===== config.mk =====
export PLATFORM = sky130hd
export DESIGN_NAME = acq_sequencer
export DESIGN_NICKNAME = d
export VERILOG_FILES = /design/src/rtl/acq_sequencer.sv
export SDC_FILE = /design/constraint.sdc
export NUM_CORES = 1
export LEC_CHECK = 0
export CAP_MARGIN = 20
export CORE_ASPECT_RATIO = 0.6
export CORE_UTILIZATION = 39
export DETAILED_ROUTE_END_ITERATION = 7
export DONT_BUFFER_PORTS = 1
export SYNTH_ARGS = -nofsm -noshare
export SYNTH_HDL_FRONTEND = slang
export SYNTH_SLANG_ARGS = --single-unit
export TNS_END_PERCENT = 5

===== constraint.sdc =====
create_clock -name clk -period 2.8 [get_ports clk]
set_input_delay 0.56 -clock clk [delete_from_list [all_inputs] [get_ports clk]]
set_output_delay 0.56 -clock clk [all_outputs]
set_load 0.005 [all_outputs]

===== src/rtl/acq_sequencer.sv =====
// acq_sequencer: per-trigger FIFO read sequencer that drops SKIP leading words and
// strobes the accumulator for POINTS words, repeated MEASURES times per frame.
//
// Ports:
//   clk          system clock, rising edge
//   rst          asynchronous active-high reset
//   start        one-cycle pulse, begins a frame when idle
//   abort        level, terminates the current frame (sets err)
//   trig         one-cycle trigger pulse, one per measurement
//   fifo_empty   show-ahead FIFO empty flag
//   fifo_rdreq   FIFO read strobe (combinational, READ only)
//   acc_en       accumulator add strobe for non-skipped words
//   cnt_point    index of the word being read (0..SKIP+POINTS-1)
//   cnt_measure  index of the current measurement (0..MEASURES-1)
//   busy         high from accepted start until frame end
//   done         one-cycle frame-complete pulse
//   err          sticky error flag, cleared by the next accepted start
//
// Optional feature: define ACQ_TIMEOUT_EN to abandon a frame (with err) when no
// trig arrives within TMO_CYCLES clocks of entering ARM.
module acq_sequencer #(
    parameter int POINTS     = 1024,
    parameter int MEASURES   = 100000,
    parameter int SKIP       = 5,
    parameter int TMO_CYCLES = 1000000
) (
    input  logic        clk,
    input  logic        rst,
    input  logic        start,
    input  logic        abort,
    input  logic        trig,
    input  logic        fifo_empty,
    output logic        fifo_rdreq,
    output logic        acc_en,
    output logic [10:0] cnt_point,
    output logic [16:0] cnt_measure,
    output logic        busy,
    output logic        done,
    output logic        err
);
    localparam logic [10:0] LAST_PT = 11'(SKIP + POINTS - 1);
    localparam logic [10:0] SKIP_PT = 11'(SKIP);
    localparam logic [16:0] LAST_MS = 17'(MEASURES - 1);

    typedef enum logic [2:0] {IDLE, ARM, READ, GAP, FINISH} state_t;

    state_t      state_q, state_d;
    logic [10:0] cnt_point_q, cnt_point_d;
    logic [16:0] cnt_measure_q, cnt_measure_d;
    logic        busy_q, busy_d;
    logic        err_q, err_d;
`ifdef ACQ_TIMEOUT_EN
    localparam int TW = $clog2(TMO_CYCLES + 1);
    logic [TW-1:0] tmo_q, tmo_d;
`endif

    always_comb begin
        state_d       = state_q;
        cnt_point_d   = cnt_point_q;
        cnt_measure_d = cnt_measure_q;
        busy_d        = busy_q;
        err_d         = err_q;
        fifo_rdreq    = 1'b0;
        acc_en        = 1'b0;
        done          = 1'b0;
`ifdef ACQ_TIMEOUT_EN
        tmo_d         = '0;
`endif
        // Abort outranks everything, including a trig or the final read in the same cycle.
        if (abort && state_q != IDLE) begin
            state_d = IDLE;
            busy_d  = 1'b0;
            err_d   = 1'b1;
        end else begin
            case (state_q)
                IDLE: if (start) begin
                    state_d       = ARM;
                    cnt_point_d   = '0;
                    cnt_measure_d = '0;
                    busy_d        = 1'b1;
                    err_d         = 1'b0;
                end
                ARM: begin
                    if (trig) state_d = READ;
`ifdef ACQ_TIMEOUT_EN
                    else begin
                        tmo_d = tmo_q + 1'b1;
                        if (tmo_q == TW'(TMO_CYCLES - 1)) begin
                            state_d = IDLE;
                            busy_d  = 1'b0;
                            err_d   = 1'b1;
                        end
                    end
`endif
                end
                READ: begin
                    fifo_rdreq = !fifo_empty;
                    acc_en     = !fifo_empty && cnt_point_q >= SKIP_PT;
                    if (trig) err_d = 1'b1;
                    // The index parks on the last word so it never wraps; GAP rewinds it.
                    if (!fifo_empty) begin
                        if (cnt_point_q == LAST_PT) state_d = GAP;
                        else cnt_point_d = cnt_point_q + 1'b1;
                    end
                end
                GAP: begin
                    if (trig) err_d = 1'b1;
                    if (cnt_measure_q == LAST_MS) state_d = FINISH;
                    else begin
                        state_d       = ARM;
                        cnt_measure_d = cnt_measure_q + 1'b1;
                        cnt_point_d   = '0;
                    end
                end
                FINISH: begin
                    done    = 1'b1;
                    busy_d  = 1'b0;
                    state_d = IDLE;
                end
                default: state_d = IDLE;
            endcase
        end
    end

    always_ff @(posedge clk or posedge rst) begin
        if (rst) begin
            state_q       <= IDLE;
            cnt_point_q   <= '0;
            cnt_measure_q <= '0;
            busy_q        <= 1'b0;
            err_q         <= 1'b0;
`ifdef ACQ_TIMEOUT_EN
            tmo_q         <= '0;
`endif
        end else begin
            state_q       <= state_d;
            cnt_point_q   <= cnt_point_d;
            cnt_measure_q <= cnt_measure_d;
            busy_q        <= busy_d;
            err_q         <= err_d;
`ifdef ACQ_TIMEOUT_EN
            tmo_q         <= tmo_d;
`endif
        end
    end

    assign cnt_point   = cnt_point_q;
    assign cnt_measure = cnt_measure_q;
    assign busy        = busy_q;
    assign err         = err_q;
endmodule


Word level (Yosys, flattened, before mapping)
Cells that the tools add are included.
{"block": "word_totals", "output_inout_bits": 33, "inputBits": 6, "register_bits": 33}
{"block": "op_classes", "muxes": 28, "eq_ne": 15, "magnitude_cmp": 1, "add_sub_neg": 2, "reduce_logical": 15, "bitwise": 1}
{"op": "11-bit 2-to-1 mux", "count": 4}
{"op": "17-bit 2-to-1 mux", "count": 2}
{"op": "17-bit case mux with 2 select lines", "count": 1}
{"op": "11-bit case mux with 3 select lines", "count": 1}
{"op": "3-bit 2-to-1 mux", "count": 6}
{"op": "17-bit by 1-bit adder with 17-bit output, second input constant", "count": 1}
{"op": "17-bit == test, second input constant", "count": 1}
{"op": "3-bit inequality test, second input constant", "count": 4}
{"op": "3-bit case mux with 4 select lines", "count": 1}
{"op": "3-bit nonzero test", "count": 4}
{"op": "11-bit by 1-bit adder with 11-bit output, second input constant", "count": 1}
{"op": "11-bit == test, second input constant", "count": 1}
{"op": "11-bit by 3-bit >= comparator with 1-bit output, second input constant", "count": 1}
{"op": "1-bit 2-to-1 mux", "count": 11}
{"op": "2-bit inequality test, second input constant", "count": 4}
{"op": "4-bit AND reduction", "count": 2}
{"op": "3-bit by 2-bit == test with 1-bit output, second input constant", "count": 2}
{"op": "6-bit AND reduction", "count": 1}
{"op": "1-bit case mux with 2 select lines", "count": 2}
{"op": "3-bit by 1-bit == test with 1-bit output, second input constant", "count": 1}
{"op": "3-bit == test, second input constant", "count": 1}
{"op": "3-bit logical NOT", "count": 1}
{"op": "3-bit by 1-bit inequality test with 1-bit output, second input constant", "count": 1}
{"op": "3-bit AND reduction", "count": 1}
{"op": "6 further kinds", "count": 7}

Depth between registers and ports, before layout
{"block": "depth", "ltp_word": 5, "ltp_mapped": 7, "ltp_nobuf": 7}

Least setup slack after synthesis
OpenSTA, ideal clock, no wires.
{"block": "synth_timing", "kind": "reg2reg", "start": "register cnt_measure_q[0] (netlist: cnt_measure[0])", "end": "register cnt_measure_q[0] (netlist: cnt_measure[0])", "slack_ps": 831, "t_arrival_ps": 1841, "path_buffers": 1, "setup_time_ps": 128, "path_stages_with_launch": 7, "t_required_ps": 2672, "path_cell_list": "dfrtp_1 -> ha_1 -> and3_1 -> nand4_1 -> o31ai_4 -> buf_6 -> mux2_1"}
{"block": "synth_via", "elab_chain_cells": 3, "elab_cells_between_ends": 6, "classes_between": "add/sub (1); eq/ne (2); mux (2); reduce/logical (1)"}
{"item": "start, declared", "line_no": "49", "source": "logic [16:0] cnt_measure_q, cnt_measure_d;"}
{"item": "start signal, assigned", "line_no": "138", "source": "cnt_measure_q <= cnt_measure_d;"}
{"item": "17-bit by 1-bit adder with 17-bit output or 17-bit == test (tied branches)", "line_no": "111, 108"}
{"item": "17-bit 2-to-1 mux or 2-bit inequality test (tied branches)"}
{"item": "17-bit case mux with 2 select lines or 4-bit AND reduction (tied branches)"}
Several ways; a longest one is shown, not always the timed one. The select of a mux whose other input is x is not followed.
A chain may end at the register's enable or synchronous reset.

Worst setup path in the final report
{"block": "layout_timing", "start": "register cnt_measure_q[0] (netlist: cnt_measure[0])", "end": "register cnt_point_q[4] (netlist: cnt_point[4])"}
{"block": "layout_via", "elab_chain_cells": 3}
{"item": "17-bit == test", "line_no": "108", "source": "if (cnt_measure_q == LAST_MS) state_d = FINISH;"}
{"item": "2-bit inequality test (no line)"}
{"item": "6-bit AND reduction (no line)"}
{"item": "end signal, assigned", "line_no": "137", "source": "cnt_point_q <= cnt_point_d;"}
{"item": "end, declared", "line_no": "48", "source": "logic [10:0] cnt_point_q, cnt_point_d;"}
No other way between the ends.

==> results.md <==
- WHS: 0.219 ns
- Post-route ant nets: 0
- Setup_tns: 0 ns
- DRT Wirelength: 4850 um
- Status: completed
- RSZ-0062 raised after global routing: no
- Hold Fails Final Rpt: 0
- CTS Sinks: 33
- Worst hold path type: in2async
- Post-route setup slack: 0.474 ns
- Placed cell areas: 2080 um^2
- Die Ht: 57.4 um
- Synth Cell Area: 1990 um^2
- Hold Buf Count CTS: 0
- Slew HR: 61.6%
- Post-cts resize count: 0
- PortBufs: 0
- Setup Fix Bufs, Post-CTS: 0
- Post-synthesis sequential area ratio: 41.4%
- Synth top area cells: dfrtp_1 41%, nand2_1 3.8%, nand3_1 3.5%
- Chip width: 94.3 um
- Max_cap viols: 0
- Ys Warns: 0
- Top cell type's share of synthesized area: 41.4%
- Antenna cell count: 0
- IO Count: 39
- Top FF cell, synth: dfrtp_1
- Cell Rows: 19
- CTS max path bufs: 2
- Post-synth EDFFs: 0
- Total power: 1.49 mW
- Overflow after GRT: 0
- Clock Skews: 0.0145 ns
- P per Cell Area: 679 nW/um^2
- CP endpoint kind: register
- # DRC: 0
- WL/cell: 16.9 um
- Commonest non-fill, non-tap cells in the layout: 33 x dfrtp_1, 20 x nand2_1, 14 x nor2_1, 14 x nand3_1, 10 x a21oi_1
- Die area: 5410 um^2
- CP Data Required Time: 3.02 ns
- CTS buffer count: 5
- #FFs+latches synth: 33
- Ys async rst share: 100%
- Yosys cell types: 46
- Final Cycle Share: 83.1%
- H-tree levels: 2
- Achievable clock frequency: 430 MHz
- Tmin final: 2.33 ns
- Leading cell type in the layout, fill and taps excluded: dfrtp_1
- TritonRoute pass-1 iters: 4
- Final Slew Violations: 0
- Placed Cells: 279
- Vias in the first global route: 1,506
- Layout area overhead: 10.2%
- Initial DRC Count: 141
- Reg-to-reg critical path startpoint: cnt_measure[0]$_DFFE_PP0P_
- Cells after Synth: 217
- Crit Path Max Fanout: 15
- DP Worst Slack: 0.493 ns
- GRT Total Usage: 19.7%
- Synth Area per Inst: 9.19 um^2
- Util after Layout: 46.4%
- Clk_lat worst skew: 0.31 ns
- Leak: 0.868 nW
- Layout cells sized above 1: 12.1%
- DR vias/cell: 5.75
- Crit path kind: reg2reg
- R2R Setup Slk: 0.47 ns
- Maximum vdd ir drop: 0.261 mV
- Root Driver: clkbuf_8
- Critical Path AT: 2.55 ns
- Final instance area: 2200 um^2
- Clock slew at reported path FFs: 0.08 ns
- Vias: 1,649
- R2R Path End: cnt_point[4]$_DFFE_PP0P_
- Worst Tran Pin Value: 0.575 ns
- Filler instances: 455
- CP Launch Type: register
- First-pass GRT wire length: 7930 um
- Initial core utilization: 42.1%
- Yosys top cell by area: dfrtp_1
- Hpwl dp: 3440 um
- Largest net degree at the start of global routing: 34
- Initial antenna violation count: 0
- Syn_nets: 227
- GP Congestion: 0.875
- CTS tree: built
- Core Region: 4730 um^2
- Setup violations, final: 0
- Final std cells w/o fill: 287
- R2r worst-path depth: 6
- Nets: 233
[critical path, stage by stage (launching register included)]
cell	delay (ns)
dfrtp_1	0.45
ha_1	0.29
and3_1	0.29
nand4_1	0.19
o31ai_4	0.59
o21ai_2	0.21
a31oi_1	0.22
[logic make-up (layout without fill, tap and decap cells)]
logic type,after synthesis,after routing,synth area share (%)
AOI/OAI and AO/OA,49,49,18.4
xor gates and xnor gates,11,11,4.83
adders and majority gates,4,4,2.51
buffers and inverters,16,23,3.77
DFF,33,33,41.4
muxes,2,2,1.07
and+or+nand+nor,102,102,28.0
[synthesized netlist by cell type (3+ instances only)]
master    number
o211ai_1       6
a21oi_1       10
nor3_1         7
a31oi_1        5
nor2b_1        3
dfrtp_1       33
nor2_1        14
ha_1           4
nand4_1        8
clkbuf_1       5
nor2_2         6
xnor2_1        3
nand2b_1       4
o21ai_0        7
and3_1         5
o31ai_1        5
or3_1          4
xor2_1         8
inv_1          9
nand3_1       14
nand2_1       20
o21a_1         3
[sequential cells by signal (all words and copies together), names as in the netlist]
| name | count |
|---|---|
| err | 1 |
| cnt_point | 11 |
| cnt_measure | 17 |
| state_q | 3 |
| busy | 1 |
[worst max path at each step]
stage                            endpoint  depth (start not counted)  slack, ns                  startpoint
2_1_floorplan  cnt_measure[0]$_DFFE_PP0P_                          6       0.83  cnt_measure[0]$_DFFE_PP0P_
5_1_grt          cnt_point[5]$_DFFE_PP0P_                          6       0.26  cnt_measure[0]$_DFFE_PP0P_
3_3_place_gp   cnt_measure[0]$_DFFE_PP0P_                          5       0.62  cnt_measure[0]$_DFFE_PP0P_
4_1_cts          cnt_point[4]$_DFFE_PP0P_                          6       0.46  cnt_measure[0]$_DFFE_PP0P_
3_5_place_dp     cnt_point[7]$_DFFE_PP0P_                          6       0.49  cnt_measure[0]$_DFFE_PP0P_
6_report         cnt_point[4]$_DFFE_PP0P_                          6       0.47  cnt_measure[0]$_DFFE_PP0P_
[report_power, final]
| part | internal (mW) | switching (mW) | total (mW) |
|---|---|---|---|
| clock network | 0.290 | 0.203 | 0.493 |
| logic | 0.157 | 0.248 | 0.405 |
| registers | 0.514 | 0.0789 | 0.593 |
| total | 0.961 | 0.530 | 1.49 |
[area by class of cell]
cell class / instances / area (um^2) / share of cell area [%]
clock buffer: 6 / 82.6 / 3.76
clock inverter: 2 / 37.5 / 1.71
inverter: 9 / 33.8 / 1.54
multi-input combinational: 168 / 1090 / 49.7
sequential: 33 / 826 / 37.6
tap: 63 / 78.8 / 3.59
timing repair buffer: 6 / 45.0 / 2.05
[layer usage]
metal  routed length [um]  vias up  track usage [%]
met5                    0        -                0
met4                   53        0             5.27
met3                  339        7             7.33
met2                 1840       43             24.1
met1                 2610      792             31.3
li1                     -      807                -
(Power assumes the default switching activity.)
